**src/rtl/keypad_pkg.sv**
```systemverilog
// Shared types and width helpers for the matrix-keypad scan controller.
package keypad_pkg;

    typedef enum logic [2:0] {
        SETTLE,
        SAMPLE,
        DEBOUNCE,
        HELD,
        RELEASE
    } scan_state_t;

    // Index width that never collapses to zero bits.
    function automatic int idx_w(input int n);
        return (n > 1) ? $clog2(n) : 1;
    endfunction

    function automatic int row_w(input int rows);
        return idx_w(rows);
    endfunction

    function automatic int col_w(input int cols);
        return idx_w(cols);
    endfunction

endpackage

```
**src/rtl/keypad_scan_ctrl_sync_2ff.sv**
```systemverilog
// Two-flop synchroniser for asynchronous multi-bit level inputs (bits treated independently).
module sync_2ff #(
    parameter int WIDTH = 1
) (
    input  logic             clk,
    input  logic             reset,
    input  logic [WIDTH-1:0] d,
    output logic [WIDTH-1:0] q
);

    logic [WIDTH-1:0] sync_p0;
    logic [WIDTH-1:0] sync_p1;

    // stage p0 catches the async input, stage p1 resolves metastability
    always_ff @(posedge clk) begin
        if (reset) begin
            sync_p0 <= '0;
            sync_p1 <= '0;
        end else begin
            sync_p0 <= d;
            sync_p1 <= sync_p0;
        end
    end

    assign q = sync_p1;

endmodule

```
**src/rtl/keypad_scan_ctrl.sv**
```systemverilog
// Keypad column scanner: freezes on a detected key, debounces press and release,
// and reports one registered event (row/column index) per physical press.
module keypad_scan_ctrl
    import keypad_pkg::*;
#(
    parameter int ROWS            = 4,
    parameter int COLS            = 4,
    parameter int SETTLE_CYCLES   = 3,
    parameter int DEBOUNCE_CYCLES = 16
) (
    input  logic                     clk,
    input  logic                     reset,
    input  logic [ROWS-1:0]          rows,
    output logic [COLS-1:0]          cols,
    output logic                     key_valid,
    output logic [row_w(ROWS)-1:0]   key_row,
    output logic [col_w(COLS)-1:0]   key_col,
    output logic                     key_held
);

    localparam int RW      = row_w(ROWS);
    localparam int CW      = col_w(COLS);
    localparam int CNT_MAX = (SETTLE_CYCLES > DEBOUNCE_CYCLES) ? SETTLE_CYCLES : DEBOUNCE_CYCLES;
    localparam int CNT_W   = $clog2(CNT_MAX + 1);

    localparam logic [CNT_W-1:0] SETTLE_LAST   = CNT_W'(SETTLE_CYCLES - 1);
    localparam logic [CNT_W-1:0] DEBOUNCE_LAST = CNT_W'(DEBOUNCE_CYCLES - 1);
    localparam logic [CW-1:0]    COL_LAST      = CW'(COLS - 1);

    function automatic logic [RW-1:0] lowest_set(input logic [ROWS-1:0] v);
        lowest_set = '0;
        for (int i = ROWS - 1; i >= 0; i--) begin
            if (v[i]) lowest_set = RW'(i);
        end
    endfunction

    logic [ROWS-1:0]  rs;
    scan_state_t      state, state_n;
    logic [CNT_W-1:0] cnt, cnt_n;
    logic [CW-1:0]    ci, ci_n, ci_adv;
    logic [RW-1:0]    pr, pr_n;
    logic             key_valid_n, key_held_n;
    logic [RW-1:0]    key_row_n;
    logic [CW-1:0]    key_col_n;

    sync_2ff #(.WIDTH(ROWS)) u_row_sync (
        .clk   (clk),
        .reset (reset),
        .d     (rows),
        .q     (rs)
    );

    assign ci_adv = (ci == COL_LAST) ? '0 : ci + CW'(1);
    assign cols   = COLS'(1) << ci;

    // ci stays frozen from SAMPLE onwards, so it doubles as the latched press column.
    always_comb begin
        state_n     = state;
        cnt_n       = cnt + CNT_W'(1);
        ci_n        = ci;
        pr_n        = pr;
        key_valid_n = 1'b0;
        key_held_n  = key_held;
        key_row_n   = key_row;
        key_col_n   = key_col;
        case (state)
            SETTLE: begin
                if (cnt == SETTLE_LAST) begin
                    state_n = SAMPLE;
                    cnt_n   = '0;
                end
            end
            SAMPLE: begin
                cnt_n = '0;
                if (rs == '0) begin
                    ci_n    = ci_adv;
                    state_n = SETTLE;
                end else begin
                    pr_n    = lowest_set(rs);
                    state_n = DEBOUNCE;
                end
            end
            DEBOUNCE: begin
                if (!rs[pr]) begin
                    state_n = SETTLE;
                    cnt_n   = '0;
                    ci_n    = ci_adv;
                end else if (cnt == DEBOUNCE_LAST) begin
                    state_n     = HELD;
                    cnt_n       = '0;
                    key_valid_n = 1'b1;
                    key_held_n  = 1'b1;
                    key_row_n   = pr;
                    key_col_n   = ci;
                end
            end
            HELD: begin
                cnt_n = '0;
                if (!rs[pr]) state_n = RELEASE;
            end
            RELEASE: begin
                if (rs[pr]) begin
                    state_n = HELD;
                    cnt_n   = '0;
                end else if (cnt == DEBOUNCE_LAST) begin
                    state_n    = SETTLE;
                    cnt_n      = '0;
                    ci_n       = ci_adv;
                    key_held_n = 1'b0;
                end
            end
            default: begin
                state_n = SETTLE;
                cnt_n   = '0;
            end
        endcase
    end

    always_ff @(posedge clk) begin
        if (reset) begin
            state     <= SETTLE;
            cnt       <= '0;
            ci        <= '0;
            pr        <= '0;
            key_valid <= 1'b0;
            key_held  <= 1'b0;
            key_row   <= '0;
            key_col   <= '0;
        end else begin
            state     <= state_n;
            cnt       <= cnt_n;
            ci        <= ci_n;
            pr        <= pr_n;
            key_valid <= key_valid_n;
            key_held  <= key_held_n;
            key_row   <= key_row_n;
            key_col   <= key_col_n;
        end
    end

endmodule

```
**config.mk**
```make
export PLATFORM = sky130hd
export DESIGN_NAME = keypad_scan_ctrl
export DESIGN_NICKNAME = d
export VERILOG_FILES = /design/src/rtl/keypad_pkg.sv /design/src/rtl/keypad_scan_ctrl_sync_2ff.sv /design/src/rtl/keypad_scan_ctrl.sv
export SDC_FILE = /design/constraint.sdc
export NUM_CORES = 1
export LEC_CHECK = 0
export BUFFER_PORTS_ARGS = -buffer_cell sky130_fd_sc_hd__buf_2
export CAP_MARGIN = 10
export CORE_MARGIN = 3
export CORE_UTILIZATION = 59
export DETAILED_ROUTE_END_ITERATION = 10
export PLACE_DENSITY = 0.88
export SYNTH_ARGS = -nofsm -noshare
export SYNTH_HDL_FRONTEND = slang
export SYNTH_HIERARCHICAL = 1
export SYNTH_SLANG_ARGS = --single-unit
```
**constraint.sdc**
```tcl
create_clock -name clk -period 3.2 [get_ports clk]
set_input_delay 0.16 -clock clk [delete_from_list [all_inputs] [get_ports clk]]
set_output_delay 0.16 -clock clk [all_outputs]
set_load 0.005 [all_outputs]
```
==> results of run 1 <==
[sequential cells by signal, indices dropped and copies added (netlist names)]
register / flops
state: 3
key_col: 2
u_row_sync/q: 4
pr: 2
key_valid: 1
u_row_sync/sync_p0: 4
cnt: 5
key_held: 1
ci: 2
key_row: 2
[kinds of logic (layout without fill, tap and decap cells)]
| group | after synthesis | in the layout | share of synthesized area |
|---|---|---|---|
| mux | 5 | 5 | 0.0513 |
| buf+inv | 15 | 28 | 0.0544 |
| xor+xnor | 4 | 4 | 0.0288 |
| simple gates | 47 | 47 | 0.235 |
| compound gates | 19 | 19 | 0.121 |
| flops | 26 | 26 | 0.427 |
| fa+ha+maj | 8 | 8 | 0.0821 |
[through the flow]
step	instance area, µm²	hold slack [ns]	total power (W)	utilization
after floorplan	1220	0.232	0.000560	-
after global placement	1290	0.367	0.000597	0.703
after detailed placement	1290	0.372	0.000612	0.703
after CTS	1350	0.0309	0.000833	0.731
after global routing	1350	0.0179	0.000876	0.731
final	1350	0.0277	0.000834	0.731
[how the worst min path moves through the flow]
stage	start	endpoint	slack (ns)
final	rows[1]	u_row_sync/sync_p0[1]$_SDFF_PP0_	0.03
after global routing	rows[1]	u_row_sync/sync_p0[1]$_SDFF_PP0_	0.02
after CTS	rows[1]	u_row_sync/sync_p0[1]$_SDFF_PP0_	0.03
after detailed placement	rows[1]	u_row_sync/sync_p0[1]$_SDFF_PP0_	0.37
after global placement	rows[1]	u_row_sync/sync_p0[1]$_SDFF_PP0_	0.37
after floorplan	reset	u_row_sync/q[0]$_SDFF_PP0_	0.23
[worst max-delay path: cells and delay by family (launching register included)]
family,cells,cell delay (ns)
and+or+nand+nor,3,0.80
adders and majority gates,2,0.44
DFF,1,0.40
buffers and inverters,1,0.09
AOI/OAI and AO/OA,2,0.29
[layout make-up]
cell class                      count  area share
Tap cell                           25      0.0233
Multi-Input combinational cell     83       0.470
Sequential cell                    26       0.387
Clock buffer                        3      0.0167
Clock inverter                      1      0.0223
Inverter                            9      0.0251
Timing Repair Buffer               15      0.0558
[power groups by stage]
| stage | clock [W] | sequential [W] | combinational (W) |
|---|---|---|---|
| 2_1_floorplan | 0 | 0.000386 | 0.000174 |
| 3_3_place_gp | 0 | 0.000405 | 0.000191 |
| 3_5_place_dp | 0 | 0.000408 | 0.000204 |
| 4_1_cts | 0.000224 | 0.000402 | 0.000207 |
| 5_1_grt | 0.000236 | 0.000408 | 0.000232 |
| 6_report | 0.000225 | 0.000402 | 0.000207 |
[synth_stat cells (2+ instances only)]
master / count
sky130_fd_sc_hd__ha_1: 8
sky130_fd_sc_hd__nor3b_1: 2
sky130_fd_sc_hd__mux2i_1: 4
sky130_fd_sc_hd__inv_1: 9
sky130_fd_sc_hd__nor2b_1: 10
sky130_fd_sc_hd__clkbuf_1: 3
sky130_fd_sc_hd__a21oi_1: 4
sky130_fd_sc_hd__nor3_1: 3
sky130_fd_sc_hd__o31ai_1: 3
sky130_fd_sc_hd__nor3b_2: 2
sky130_fd_sc_hd__xnor2_1: 2
sky130_fd_sc_hd__buf_2: 2
sky130_fd_sc_hd__dfxtp_1: 26
sky130_fd_sc_hd__nor2_1: 12
sky130_fd_sc_hd__nand4_1: 2
sky130_fd_sc_hd__nand2_1: 3
sky130_fd_sc_hd__o21ai_0: 2
sky130_fd_sc_hd__nand3_1: 2
sky130_fd_sc_hd__xor2_1: 2
[metal layers]
metal  routed length, µm  track usage  vias to the layer above  part of all wire
met5                   0            0                        -                 0
met1                1010        0.239                      426              0.45
met4                  23       0.0786                        0             0.010
met3                 141       0.0379                        4             0.062
met2                1090        0.318                       38              0.48
li1                    -            -                      451                 -
==> impl_metrics.yaml, run 1 <==
drt:
  ant_nets: 0
  routed_wl_um: 2260
  remaining_drc_errors: 0
  drt-wirelength-per-cell_um: 14.0
  vias: 919
  drt_first_pass_iters: 4
  avgViaCountPerCell: 5.67
  first_iter_violations: 31
clock_network:
  cts-htree-levels: 1
  post_cts_resized: 0
  cts.repair_timing.setup_buffer_count: 0
  clockBufferDepth: 2
  clock_latency_on_the_worst_skew_pair_ns: 0.33
  tritoncts: "done"
  clockRootBuffer: "sky130_fd_sc_hd__clkbuf_4"
  clk_transition_reported_paths_ns: 0.14
  cts_buffers: 3
  clk_sink_count: 26
  holdBufCountCts: 0
die:
  core.rowCount: 15
  chipWidth_um: 51.5
  core_region_area_mm2: 0.00184
  floorplan.initialDensity: 0.663
  chipHeight_um: 51.5
  pin_count: 16
  dieArea_mm2: 0.00265
critical_path:
  critical_path.cell_chain: "ha_1, nand3_1, inv_1, ha_1, nor4bb_1, o21bai_1, and3_1, o31ai_1"
  arrival_ns: 2.34
  timing.critical_path.slowest_stage_cell: "sky130_fd_sc_hd__nor4bb_1"
  reg2reg_to: "ci[1]$_SDFFE_PP0P_"
  crit_required_ns: 3.41
  reg2reg_depth: 8
  critPathCaptureType: "flop"
  r2r-start: "cnt[0]$_SDFF_PP0_"
  worst_setup_path_start_kind: "flop"
  top_cell_by_count_worst_path: "sky130_fd_sc_hd__ha_1"
  critical_path.max_stage_delay_ns: 0.45
  critical_path_class: "reg -> reg"
  crit_path_start: "cnt[0]$_SDFF_PP0_"
  critical_path.max_fanout: 5
  reg2reg_slack_ns: 1.07
  setup.worst_path.end: "ci[1]$_SDFFE_PP0P_"
pwr:
  pwr-share-seq: 0.482
  p_sw_w: 0.000251
  intPower_w: 0.000583
  power_density_mw_per_mm2: 620
  proportion_of_power_drawn_by_combinational_gates: 0.248
  clock_power_share: 0.270
  netSwitchingFraction: 0.301
  power.ir.vdd_worst_mv: 0.459
  static-leakage-power_nw: 0.604
placement:
  detailedPlacementHpwl_um: 1510
  gp_congestion: 0.780
  placement.setup.worst_slack_ns: 1.16
  dp_cells: 158
  io_buffer_count: 15
final_layout:
  layout_fillers: 141
  layout_cell_share_with_drive_strength_beyond_1: 0.197
  n_antenna_cell: 0
  post_layout_nonfiller_instances: 162
  sequential_cell_area_um2: 520
  layout.cells.most_common_list: "sky130_fd_sc_hd__dfxtp_1 (26), sky130_fd_sc_hd__buf_2 (15), sky130_fd_sc_hd__nor2_1 (12), sky130_fd_sc_hd__nor2b_1 (10), sky130_fd_sc_hd__inv_1 (9)"
  area_growth_pct: 10.4
  finish.net_count: 152
  multiInputGateArea_um2: 632
  layout.cells.most_common: "sky130_fd_sc_hd__dfxtp_1"
synthesis:
  post_synth_instance_area_mm2: 0.00122
  dominantRegCellSynth: "sky130_fd_sc_hd__dfxtp_1"
  synth.area.top_cells: "sky130_fd_sc_hd__dfxtp_1 (43%), sky130_fd_sc_hd__ha_1 (8.2%), sky130_fd_sc_hd__nor2b_1 (5.1%)"
  yosysWarningCount: 6
  postSynthCellCount: 124
  synthDistinctLibCells: 42
  ys_async_sr_fraction: 0
  syn_nets: 138
  yosysSeqAreaShare: 0.427
  yosys_register_bits: 26
  number_of_enable_flip_flop_cells_after_synthesis: 0
  yosys.area.top_type_share: 0.427
  syn-mean-instance-area_um2: 9.83
  yosys.area.top_type: "sky130_fd_sc_hd__dfxtp_1"
sta:
  finalWorstPathRequiredPeriod_ns: 2.13
  fin_worst_skew_ns: 0.00861
  timing_hold_violations_final: 0
  timing.final.crit_share: 0.667
  postLayoutSetupSlackWorst_ns: 1.07
  worst-slew-pin-transition_ns: 0.727
  unrepaired_setup_endpoints_after_global_routing: "false"
  final_max_slew_viol_count: 0
  fin_tns_setup_ns: 0
  fmaxAchievable_ghz: 0.469
  final_setup_violating_endpoints: 0
  max-slew-margin-rel: 0.511
global_route:
  global_route.usage.total: 0.191
  grt_remaining_overflow: 0
  first_global_vias: 842
  antenna_found_initial: 0
  grt_first_pass_wirelength_um: 3770
  grt_max_degree: 27
worst_hold_path:
  hold-path-cell-count: 2
  worstHoldPathType: "in -> reg"
run_status:
  status: "complete, no violations"
job:
  timing.max_cap.violations: 0
Note: power is estimated with default switching activity, not from simulation.
==> run 2: changes to the inputs <==
--- a/config.mk
+++ b/config.mk
@@ -8,9 +8,9 @@
 export BUFFER_PORTS_ARGS = -buffer_cell sky130_fd_sc_hd__buf_2
 export CAP_MARGIN = 10
 export CORE_MARGIN = 3
-export CORE_UTILIZATION = 59
+export CORE_UTILIZATION = 55
 export DETAILED_ROUTE_END_ITERATION = 10
-export PLACE_DENSITY = 0.88
+export PLACE_DENSITY = 0.84
 export SYNTH_ARGS = -nofsm -noshare
 export SYNTH_HDL_FRONTEND = slang
 export SYNTH_HIERARCHICAL = 1
==> constraint.sdc (replaced) <==
create_clock -name clk -period 2 [get_ports clk]
set_input_delay 0.1 -clock clk [delete_from_list [all_inputs] [get_ports clk]]
set_output_delay 0.1 -clock clk [all_outputs]
set_load 0.005 [all_outputs]
==> impl_metrics.yaml, run 2 (synthesis results as in run 1) <==
run_status:
  status: "complete, no violations"
pwr:
  proportion_of_power_drawn_by_combinational_gates: 0.251
  pwr-share-seq: 0.484
  p_sw_w: 0.000407
  static-leakage-power_nw: 0.622
  power.ir.vdd_worst_mv: 0.629
  intPower_w: 0.000944
  power_density_mw_per_mm2: 962
  clock_power_share: 0.266
  netSwitchingFraction: 0.301
final_layout:
  layout.cells.most_common_list: "sky130_fd_sc_hd__dfxtp_1 (24), sky130_fd_sc_hd__buf_2 (15), sky130_fd_sc_hd__nor2_1 (12), sky130_fd_sc_hd__inv_1 (9), sky130_fd_sc_hd__nor2b_1 (9)"
  area_growth_pct: 15.2
  layout_cell_share_with_drive_strength_beyond_1: 0.236
  finish.net_count: 155
  post_layout_nonfiller_instances: 167
  largest_reg_flops: 5
  n_antenna_cell: 0
  most_flops_register: "cnt"
  layout.cells.most_common: "sky130_fd_sc_hd__dfxtp_1"
critical_path:
  critical_path.max_fanout: 5
  critPathCaptureType: "flop"
  crit_required_ns: 2.21
  critical_path_class: "reg -> reg"
  arrival_ns: 2.06
  worst_setup_path_start_kind: "flop"
clock_network:
  tritoncts: "done"
  cts_buffers: 3
  clockBufferDepth: 2
  clk_transition_reported_paths_ns: 0.14
  clk_sink_count: 26
  clock_latency_on_the_worst_skew_pair_ns: 0.32
  cts-htree-levels: 1
  cts.repair_timing.setup_buffer_count: 0
  clockRootBuffer: "sky130_fd_sc_hd__clkbuf_4"
drt:
  routed_wl_um: 2310
  drt-wirelength-per-cell_um: 13.9
  first_iter_violations: 18
  ant_nets: 0
  avgViaCountPerCell: 5.63
  vias: 941
  drt_first_pass_iters: 4
  remaining_drc_errors: 0
global_route:
  grt_first_pass_wirelength_um: 3970
  global_route.usage.total: 0.195
  grt_use_met3: 0.0535
  met1_usage: 0.239
  grt_max_degree: 27
  grt_remaining_overflow: 0
  met2_track_demand_over_resource_in_global_routing: 0.337
  globalRoute.busiestLayer: "met2"
  antenna_found_initial: 0
  first_global_vias: 890
sta:
  worst-slew-pin-transition_ns: 0.700
  timing_hold_violations_final: 0
  final_max_slew_viol_count: 0
  fmaxAchievable_ghz: 0.542
  finalWorstPathRequiredPeriod_ns: 1.84
  max-slew-margin-rel: 0.530
  fin_worst_skew_ns: 0.00435
  final_setup_violating_endpoints: 0
  postLayoutSetupSlackWorst_ns: 0.155
  timing.final.crit_share: 0.922
die:
  dieArea_mm2: 0.00282
  chipWidth_um: 53.1
  floorplan.initialDensity: 0.603
  core.rowCount: 16
  core_region_area_mm2: 0.00202
  chipHeight_um: 53.1
  pin_count: 16
placement:
  placement.setup.worst_slack_ns: 0.0150
  dp_cells: 160
  io_buffer_count: 15
  gp_congestion: 0.824
  detailedPlacementHpwl_um: 1590
job:
  timing.max_cap.violations: 0
worst_hold_path:
  worstHoldPathType: "in -> reg"
## run 2: cell types whose count changed in the layout (fill, tap and decap cells not counted)
| cell | previous run | this run |
|---|---|---|
| sky130_fd_sc_hd__dfxtp_1 | 26 | 24 |
| sky130_fd_sc_hd__nor2b_2 | 0 | 1 |
| sky130_fd_sc_hd__dlygate4sd3_1 | 0 | 3 |
| sky130_fd_sc_hd__nor4bb_4 | 0 | 1 |
| sky130_fd_sc_hd__dfxtp_2 | 0 | 2 |
| sky130_fd_sc_hd__o21bai_1 | 1 | 0 |
| sky130_fd_sc_hd__nor2b_1 | 10 | 9 |
| sky130_fd_sc_hd__ha_2 | 0 | 1 |
| sky130_fd_sc_hd__nor4bb_1 | 1 | 0 |
| sky130_fd_sc_hd__o21bai_2 | 0 | 1 |
| sky130_fd_sc_hd__ha_1 | 8 | 7 |
## run 2: cell type report
type	count	area, µm²
sequential	26	523
fill	150	618
timing repair buffer	18	105
tap	27	33.8
multi-input combinational	83	656
clock inverter	1	30.0
clock buffer	3	22.5
inverter	9	33.8
## run 2: worst max-delay path, stage by stage (launching register included)
cell                       delay, ns
sky130_fd_sc_hd__dfxtp_2        0.37
sky130_fd_sc_hd__ha_1           0.18
sky130_fd_sc_hd__nand3_1        0.11
sky130_fd_sc_hd__inv_1          0.08
sky130_fd_sc_hd__ha_2           0.21
sky130_fd_sc_hd__nor4bb_4       0.30
sky130_fd_sc_hd__o21bai_2       0.18
sky130_fd_sc_hd__and3_1         0.21
sky130_fd_sc_hd__o31ai_1        0.07
## run 2: through the flow
step                instance area [µm²]  power, W  hold slack, ns  utilization  setup TNS, ns
detailed placement                 1290  0.000981           0.312        0.640              0
CTS                                1380   0.00134          0.0114        0.684              0
global placement                   1290  0.000952           0.308        0.640              0
finish                             1400   0.00135         0.00495        0.694              0
global route                       1400   0.00143          0.0131        0.694       -0.00739
floorplan                          1220  0.000896           0.172            -              0
## run 2: final timing paths
kind / startpoint / to / slack, ns / cells past startpoint
max: cnt[0]$_SDFF_PP0_ / ci[0]$_SDFFE_PP0P_ / 0.16 / 8
min: rows[0] / u_row_sync/sync_p0[0]$_SDFF_PP0_ / 0.005 / 2
max reg2reg: cnt[0]$_SDFF_PP0_ / ci[0]$_SDFFE_PP0P_ / 0.16 / 8
min reg2reg: cnt[0]$_SDFF_PP0_ / cnt[0]$_SDFF_PP0_ / 0.44 / 1
## run 2: what timing repair did
item / 4_1_cts / 5_1_grt
endpoints found under the hold margin: 3 / 0
setup endpoints to repair: 2 / 2
hold buffers: 3 / 0
resized for setup: 1 / 6
## run 2: metal layers
metal  up-vias  part of all wire
met4         0             0.010
li1        462                 -
met1       449              0.44
met3         4             0.050
met2        26              0.50
met5         -                 0
## run 2: power by group through the flow
stage | Clock (W) | Sequential, W | Combinational (W)
2_1_floorplan | 0 | 0.000618 | 0.000278
3_3_place_gp | 0 | 0.000649 | 0.000304
3_5_place_dp | 0 | 0.000654 | 0.000327
4_1_cts | 0.000359 | 0.000645 | 0.000334
5_1_grt | 0.000378 | 0.000664 | 0.000387
6_report | 0.000359 | 0.000653 | 0.000338
